===== src/rtl/pipe_pkg.sv =====
// Shared pipeline definitions: per-stage payload structs and the bubble
// (NOP) value each stage register presents when empty, flushed or in reset.
// Stage registers take these through NOP_VAL, sized with $bits(<stage>_t).
package pipe_pkg;

    typedef enum logic [5:0] {
        RTYPE = 6'h00,
        BEQ   = 6'h04,
        LW    = 6'h23,
        SW    = 6'h2B
    } opcode_t;

    typedef enum logic [5:0] {
        ADD   = 6'h20,
        SUB   = 6'h22,
        AND_F = 6'h24,
        OR_F  = 6'h25
    } funct_t;

    typedef struct packed {
        logic [31:0] instr;
        logic [31:0] pc4;
    } ifid_t;

    typedef struct packed {
        opcode_t     op;
        funct_t      funct;
        logic [31:0] rdat1;
        logic [31:0] rdat2;
        logic [31:0] imm;
        logic [4:0]  wsel;
        logic        regwen;
    } idex_t;

    typedef struct packed {
        opcode_t     op;
        funct_t      funct;
        logic [31:0] alu_out;
        logic [31:0] wdat;
        logic [4:0]  wsel;
        logic        regwen;
        logic        iREN;
        logic        dREN;
        logic        dWEN;
    } exmem_t;

    typedef struct packed {
        logic [31:0] wdat;
        logic [4:0]  wsel;
        logic        regwen;
    } memwb_t;

    // Bubbles decode as a harmless R-type ADD to r0 with no write enabled;
    // the EX/MEM bubble keeps instruction fetch requested.
    localparam ifid_t IFID_NOP = '{instr: '0, pc4: '0};

    localparam idex_t IDEX_NOP = '{op: RTYPE, funct: ADD, rdat1: '0, rdat2: '0,
                                   imm: '0, wsel: '0, regwen: 1'b0};

    localparam exmem_t EXMEM_NOP = '{op: RTYPE, funct: ADD, alu_out: '0, wdat: '0,
                                     wsel: '0, regwen: 1'b0, iREN: 1'b1,
                                     dREN: 1'b0, dWEN: 1'b0};

    localparam memwb_t MEMWB_NOP = '{wdat: '0, wsel: '0, regwen: 1'b0};

    localparam int IFID_W  = $bits(ifid_t);
    localparam int IDEX_W  = $bits(idex_t);
    localparam int EXMEM_W = $bits(exmem_t);
    localparam int MEMWB_W = $bits(memwb_t);

endpackage


===== src/rtl/pipe_skid_buf.sv =====
// Second (skid) entry of a pipeline stage register. Holds one payload that
// arrived while the main entry was stalled; the top moves it into the main
// entry as soon as the main entry drains. Used only with PIPE_SKID_EN.
module pipe_skid_buf
    import pipe_pkg::*;
#(
    parameter int DATA_W = 32
) (
    input  logic              CLK,
    input  logic              nRST,
    input  logic              flush_i,
    input  logic              load_i,
    input  logic              unload_i,
    input  logic [DATA_W-1:0] data_i,
    output logic              valid_o,
    output logic [DATA_W-1:0] data_o
);

    logic              valid_q;
    logic [DATA_W-1:0] data_q;

    // Skid occupancy: flush wins, a load fills it, an unload empties it.
    always_ff @(posedge CLK or negedge nRST) begin
        if (!nRST) begin
            valid_q <= 1'b0;
        end else if (flush_i) begin
            valid_q <= 1'b0;
        end else if (load_i) begin
            valid_q <= 1'b1;
        end else if (unload_i) begin
            valid_q <= 1'b0;
        end
    end

    // Skid payload capture.
    // NOTE: the payload is qualified by valid_q, so it needs no reset; leaving
    // it out keeps the datapath flops plain enables.
    always_ff @(posedge CLK) begin
        if (load_i) begin
            data_q <= data_i;
        end
    end

    assign valid_o = valid_q;
    assign data_o  = data_q;

endmodule


===== src/rtl/pipe_stage_reg.sv =====
// Reusable pipeline stage register (IF/ID, ID/EX, EX/MEM, MEM/WB) with a
// valid/ready handshake, synchronous flush to NOP_VAL and a side-capture port
// for late data (e.g. memory responses) that also clears CLR_MASK bits.
// Define PIPE_SKID_EN to add a skid entry and make in_ready a registered
// signal; otherwise in_ready is combinational from out_ready.
module pipe_stage_reg
    import pipe_pkg::*;
#(
    parameter int                DATA_W   = 32,
    parameter logic [DATA_W-1:0] NOP_VAL  = '0,
    parameter int                SIDE_W   = 32,
    parameter logic [DATA_W-1:0] CLR_MASK = '0
) (
    input  logic              CLK,
    input  logic              nRST,
    input  logic              in_valid,
    output logic              in_ready,
    input  logic [DATA_W-1:0] in_data,
    output logic              out_valid,
    input  logic              out_ready,
    output logic [DATA_W-1:0] out_data,
    input  logic              flush,
    input  logic              side_en,
    input  logic [SIDE_W-1:0] side_data,
    output logic [SIDE_W-1:0] side_out
);

    logic              valid_q, valid_d;
    logic [DATA_W-1:0] data_q, data_d;
    logic [SIDE_W-1:0] side_q, side_d;
    logic              main_free;
    logic              in_fire;
    logic              out_fire;

    assign out_fire  = valid_q & out_ready;
    assign main_free = ~valid_q | out_ready;
    assign in_fire   = in_valid & in_ready;

`ifdef PIPE_SKID_EN
    logic              skid_valid;
    logic              skid_load;
    logic              skid_unload;
    logic [DATA_W-1:0] skid_data;

    assign in_ready = ~skid_valid;

    pipe_skid_buf #(.DATA_W(DATA_W)) u_skid (
        .CLK      (CLK),
        .nRST     (nRST),
        .flush_i  (flush),
        .load_i   (skid_load),
        .unload_i (skid_unload),
        .data_i   (in_data),
        .valid_o  (skid_valid),
        .data_o   (skid_data)
    );
`else
    assign in_ready = main_free;
`endif

    // Main entry next state: flush, then refill/drain when free, otherwise
    // stall with optional side-capture.
    always_comb begin
        // NOTE: every output of this block gets a default first, so no path
        // leaves one unassigned and no latch is inferred.
        valid_d = valid_q;
        data_d  = data_q;
        side_d  = side_q;
`ifdef PIPE_SKID_EN
        skid_load   = 1'b0;
        skid_unload = 1'b0;
`endif
        if (flush) begin
            valid_d = 1'b0;
            data_d  = NOP_VAL;
            side_d  = '0;
        end else if (main_free) begin
`ifdef PIPE_SKID_EN
            // A waiting skid entry is older than anything upstream offers.
            if (skid_valid) begin
                valid_d     = 1'b1;
                data_d      = skid_data;
                side_d      = '0;
                skid_unload = 1'b1;
            end else
`endif
            if (in_fire) begin
                valid_d = 1'b1;
                data_d  = in_data;
                side_d  = '0;
            end else if (out_fire) begin
                valid_d = 1'b0;
                data_d  = NOP_VAL;
            end
        end else begin
            // Held and not draining: the only place side-capture applies.
            if (side_en) begin
                side_d = side_data;
                data_d = data_q & ~CLR_MASK;
            end
`ifdef PIPE_SKID_EN
            skid_load = in_fire;
`endif
        end
    end

    // Main entry state register.
    always_ff @(posedge CLK or negedge nRST) begin
        // NOTE: sequential state uses non-blocking assignments so every flop
        // samples pre-edge values regardless of block evaluation order.
        if (!nRST) begin
            valid_q <= 1'b0;
            data_q  <= NOP_VAL;
            side_q  <= '0;
        end else begin
            valid_q <= valid_d;
            data_q  <= data_d;
            side_q  <= side_d;
        end
    end

    assign out_valid = valid_q;
    assign out_data  = data_q;
    assign side_out  = side_q;

endmodule


===== config.mk =====
export PLATFORM = sky130hd
export DESIGN_NAME = pipe_stage_reg
export DESIGN_NICKNAME = d
export VERILOG_FILES = /design/src/rtl/pipe_pkg.sv /design/src/rtl/pipe_skid_buf.sv /design/src/rtl/pipe_stage_reg.sv
export SDC_FILE = /design/constraint.sdc
export NUM_CORES = 1
export LEC_CHECK = 0
export CORE_UTILIZATION = 40
export DETAILED_ROUTE_END_ITERATION = 6
export GPL_ROUTABILITY_DRIVEN = 0
export PLACE_DENSITY = 0.84
export SKIP_CTS_REPAIR_TIMING = 1
export SLEW_MARGIN = 20
export SYNTH_ARGS = -nofsm -noshare
export SYNTH_HDL_FRONTEND = slang
export SYNTH_SLANG_ARGS = --single-unit

===== constraint.sdc =====
create_clock -name CLK -period 3.4 [get_ports CLK]
set_input_delay 0.68 -clock CLK [delete_from_list [all_inputs] [get_ports CLK]]
set_output_delay 0.68 -clock CLK [all_outputs]
set_load 0.02 [all_outputs]

==> flow_summary.rst <==
.. list-table::
   :header-rows: 1

   * - Metric
     - Value
   * - Sequential fraction of design power
     - 0.489
   * - Synthesis-to-finish area growth
     - 68.5%
   * - Placement-stage worst setup slack
     - approximately 0.66 ns
   * - Final layout net count
     - 360
   * - Max Root-Sink Buffers
     - 2
   * - Via count
     - between 1500 and 2000
   * - Maximum fanout count along the critical path
     - 4
   * - Combinational power share
     - 0.156
   * - Startpoint Class
     - primary input
   * - Maximum number of pins on one net before global-route repair
     - 43
   * - First-pass DRT Iterations
     - 4
   * - Required time of the worst setup path
     - between 2 and 3 ns
   * - Area taken by multi-input logic gates
     - roughly 660 sq um
   * - Worst slew margin
     - 0.413
   * - Fraction of power consumed by the clock network
     - 0.356
   * - Y dimension of the die
     - 78.7 um
   * - Peak VDD IR
     - 0.240 mV
   * - Worst-case clock skew
     - about 0.0069 ns
   * - Cell at the root of the clock tree
     - clkbuf_8
   * - RSZ-0062 raised after global routing
     - false
   * - Number of cells produced by synthesis
     - between 150 and 200
   * - Syn nets
     - between 200 and 250
   * - Highest clock rate
     - between 300 and 400 MHz
   * - Vias in the first global route
     - 1914
   * - Register area
     - between 0.0015 and 0.002 sq mm
   * - Final Cycle Share
     - 0.802
   * - Clock tree from TritonCTS
     - yes
   * - CTS H-Tree Depth
     - 3
   * - Final setup violating endpoints
     - 0
   * - Initial antenna violation count
     - 0
   * - Final WL
     - 5.86 mm
   * - Total internal power
     - 1.28 mW
   * - Register-to-Register Path Depth
     - 5
   * - Starting DRC count in detailed routing
     - 40
   * - Cell Rows
     - 27
   * - Number of synthesis warnings
     - 0
   * - WL per Instance
     - ~16 um
   * - Global-route total usage across every layer
     - 0.202
   * - Post-Place Cells
     - around 350
   * - Minimum setup slack among reg-to-reg paths
     - roughly 1.6 ns
   * - Die Area
     - just over 0.006 sq mm
   * - Number of distinct library cells after synthesis
     - 13
   * - Max-slew violation total from the final report
     - 0
   * - CTS clock-pin slew for the worst setup and hold paths
     - approximately 0.07 ns
   * - Number of standard cells in the final layout excluding fillers
     - around 370
   * - Post-DR vias/cell
     - ~5.1
   * - Cell area after placement
     - 0.00379 sq mm
   * - Layout cell share with drive strength beyond 1
     - 0.0850
   * - Result of the run
     - complete, no violations
   * - Clock period minus worst slack
     - between 2 and 3 ns
   * - Switching Fraction
     - 0.235
   * - Power per cell area
     - 422 mW/mm^2
   * - Number of antenna diodes
     - 0
   * - Floorplan Core Area
     - roughly 0.0056 sq mm
   * - Port-buffer cells
     - roughly 140
   * - Clock insertion delay at the later pin of the skew report
     - roughly 0.32 ns
   * - Count of nets left with antenna violations after detail routing
     - 0
   * - GR Overflow Total
     - 0
   * - Count of clock tree sinks
     - 65
   * - Class of the tightest hold or removal check
     - primary input to async pin
   * - Die W
     - roughly 79 um
   * - Number of storage elements in the synthesis netlist
     - between 60 and 70
   * - Total non-filler cell area in the finished layout
     - approximately 0.004 sq mm
   * - TritonCTS buffer count
     - 9
   * - Setup total negative slack
     - 0 ns
   * - CP Class
     - primary input to output port
   * - Actual slew at the worst max-slew pin
     - 0.881 ns
   * - Top-level port count
     - 136
   * - Setup slack of the critical path after layout
     - 0.675 ns
   * - Category of the worst setup path capture point
     - output port
   * - Arrival time worst endpoint
     - 2.05 ns
   * - Hpwl dp
     - around 4.2 mm
   * - Global-route wire length before repair
     - 9.40 mm
   * - Sequential fraction of the synthesis area
     - 0.690
   * - Cell Area, Synth
     - around 0.0024 sq mm
   * - Residual DRC count
     - 0
   * - Leak Pwr
     - around 1.8 nW
   * - Starting Density
     - 0.420
   * - Number of hold-slack violations in the final timing report
     - 0
   * - Number of maximum-capacitance violations
     - 0
   * - Switching power
     - 0.395 mW
   * - Count of filler cells inserted in the layout
     - around 400
   * - Per-instance average area after synthesis
     - 15.6 sq um
through the flow:
stage / util / hold slack, ns / total power [mW]
6_report: 0.708 / 0.477 / 1.68
3_3_place_gp: 0.676 / 0.487 / 1.09
3_5_place_dp: 0.676 / 0.492 / 1.10
5_1_grt: 0.708 / 0.517 / 1.75
2_1_floorplan: - / 0.384 / 0.924
4_1_cts: 0.708 / 0.504 / 1.70
synthesized netlist by cell type:
library cell  count  area, sq um
a211oi_4          1         20.0
a21oi_2           1         8.76
a22o_1           64          561
and3b_1           1         8.76
buf_2             6         30.0
buf_6             3         33.8
clkbuf_1          3         11.3
dfrtp_1          65         1630
inv_2             1         3.75
nor2_1            2         7.51
nor2b_4           1         13.8
nor3b_2           2         25.0
or2_1             1         6.26
final cells by class:
class                      instances  share of cell area
sequential                        65               0.410
timing repair buffer             140               0.355
multi-input combinational         73               0.167
clock buffer                      11              0.0331
tap                               72              0.0227
clock inverter                     4              0.0113
inverter                           1            0.000946
flip-flops by register name, indices dropped and copies added (netlist names):
name       count
out_data      32
out_valid      1
side_out      32
per-layer routing:
| metal | global-route usage | wire [um] | up-vias |
|---|---|---|---|
| li1 | - | - | 862 |
| met2 | 0.310 | 2730 | 92 |
| met4 | 0.0833 | 55 | 0 |
| met1 | 0.266 | 2620 | 893 |
| met3 | 0.0621 | 453 | 8 |
| met5 | 0 | 0 | - |
kinds of logic after synthesis:
| family | synth area share |
|---|---|
| DFF | 0.690 |
| AOI/OAI and AO/OA | 0.250 |
| and+or+nand+nor | 0.0260 |
| buffers and inverters | 0.0335 |
critical path, cell delays in order:
cell and delay [ns]:
clkdlybuf4s50_1 0.53, nor2b_4 0.07, inv_2 0.12, clkdlybuf4s50_1 0.63
path summary, 6_finish.rpt:
check	startpoint	endpoint
worst max-delay path	out_ready	in_ready
worst min-delay path	nRST	side_out[10]$_DFFE_PN0P_
worst max register to register	out_valid$_DFFE_PN0P_	out_data[18]$_DFFE_PN0P_
worst min register to register	side_out[19]$_DFFE_PN0P_	side_out[19]$_DFFE_PN0P_
max in group asynchronous	nRST	out_data[22]$_DFFE_PN0P_
min in group CLK	side_out[19]$_DFFE_PN0P_	side_out[19]$_DFFE_PN0P_
power groups by stage:
stage | logic [mW] | clock network (mW) | registers (mW)
2_1_floorplan | 0.0561 | 0 | 0.867
5_1_grt | 0.278 | 0.653 | 0.823
3_5_place_dp | 0.264 | 0 | 0.832
6_report | 0.261 | 0.596 | 0.819
3_3_place_gp | 0.259 | 0 | 0.832
4_1_cts | 0.265 | 0.614 | 0.820
placed cells by master, fill, tap and decap left out:
| cell | netlist | routed |
|---|---|---|
| a211oi_4 | 1 | 1 |
| a21oi_2 | 1 | 1 |
| a22o_1 | 64 | 64 |
| and3b_1 | 1 | 1 |
| buf_12 | 0 | 2 |
| buf_2 | 6 | 1 |
| buf_4 | 0 | 3 |
| bufinv_16 | 0 | 1 |
| clkbuf_1 | 3 | 2 |
| clkbuf_8 | 0 | 9 |
| clkdlybuf4s50_1 | 0 | 134 |
| clkinv_2 | 0 | 3 |
| dfrtp_1 | 65 | 65 |
| inv_2 | 1 | 1 |
| nor2_1 | 2 | 2 |
| nor2b_4 | 1 | 1 |
| nor3b_4 | 0 | 2 |
| or2_1 | 1 | 1 |
Power figures use the tool's default switching activity.
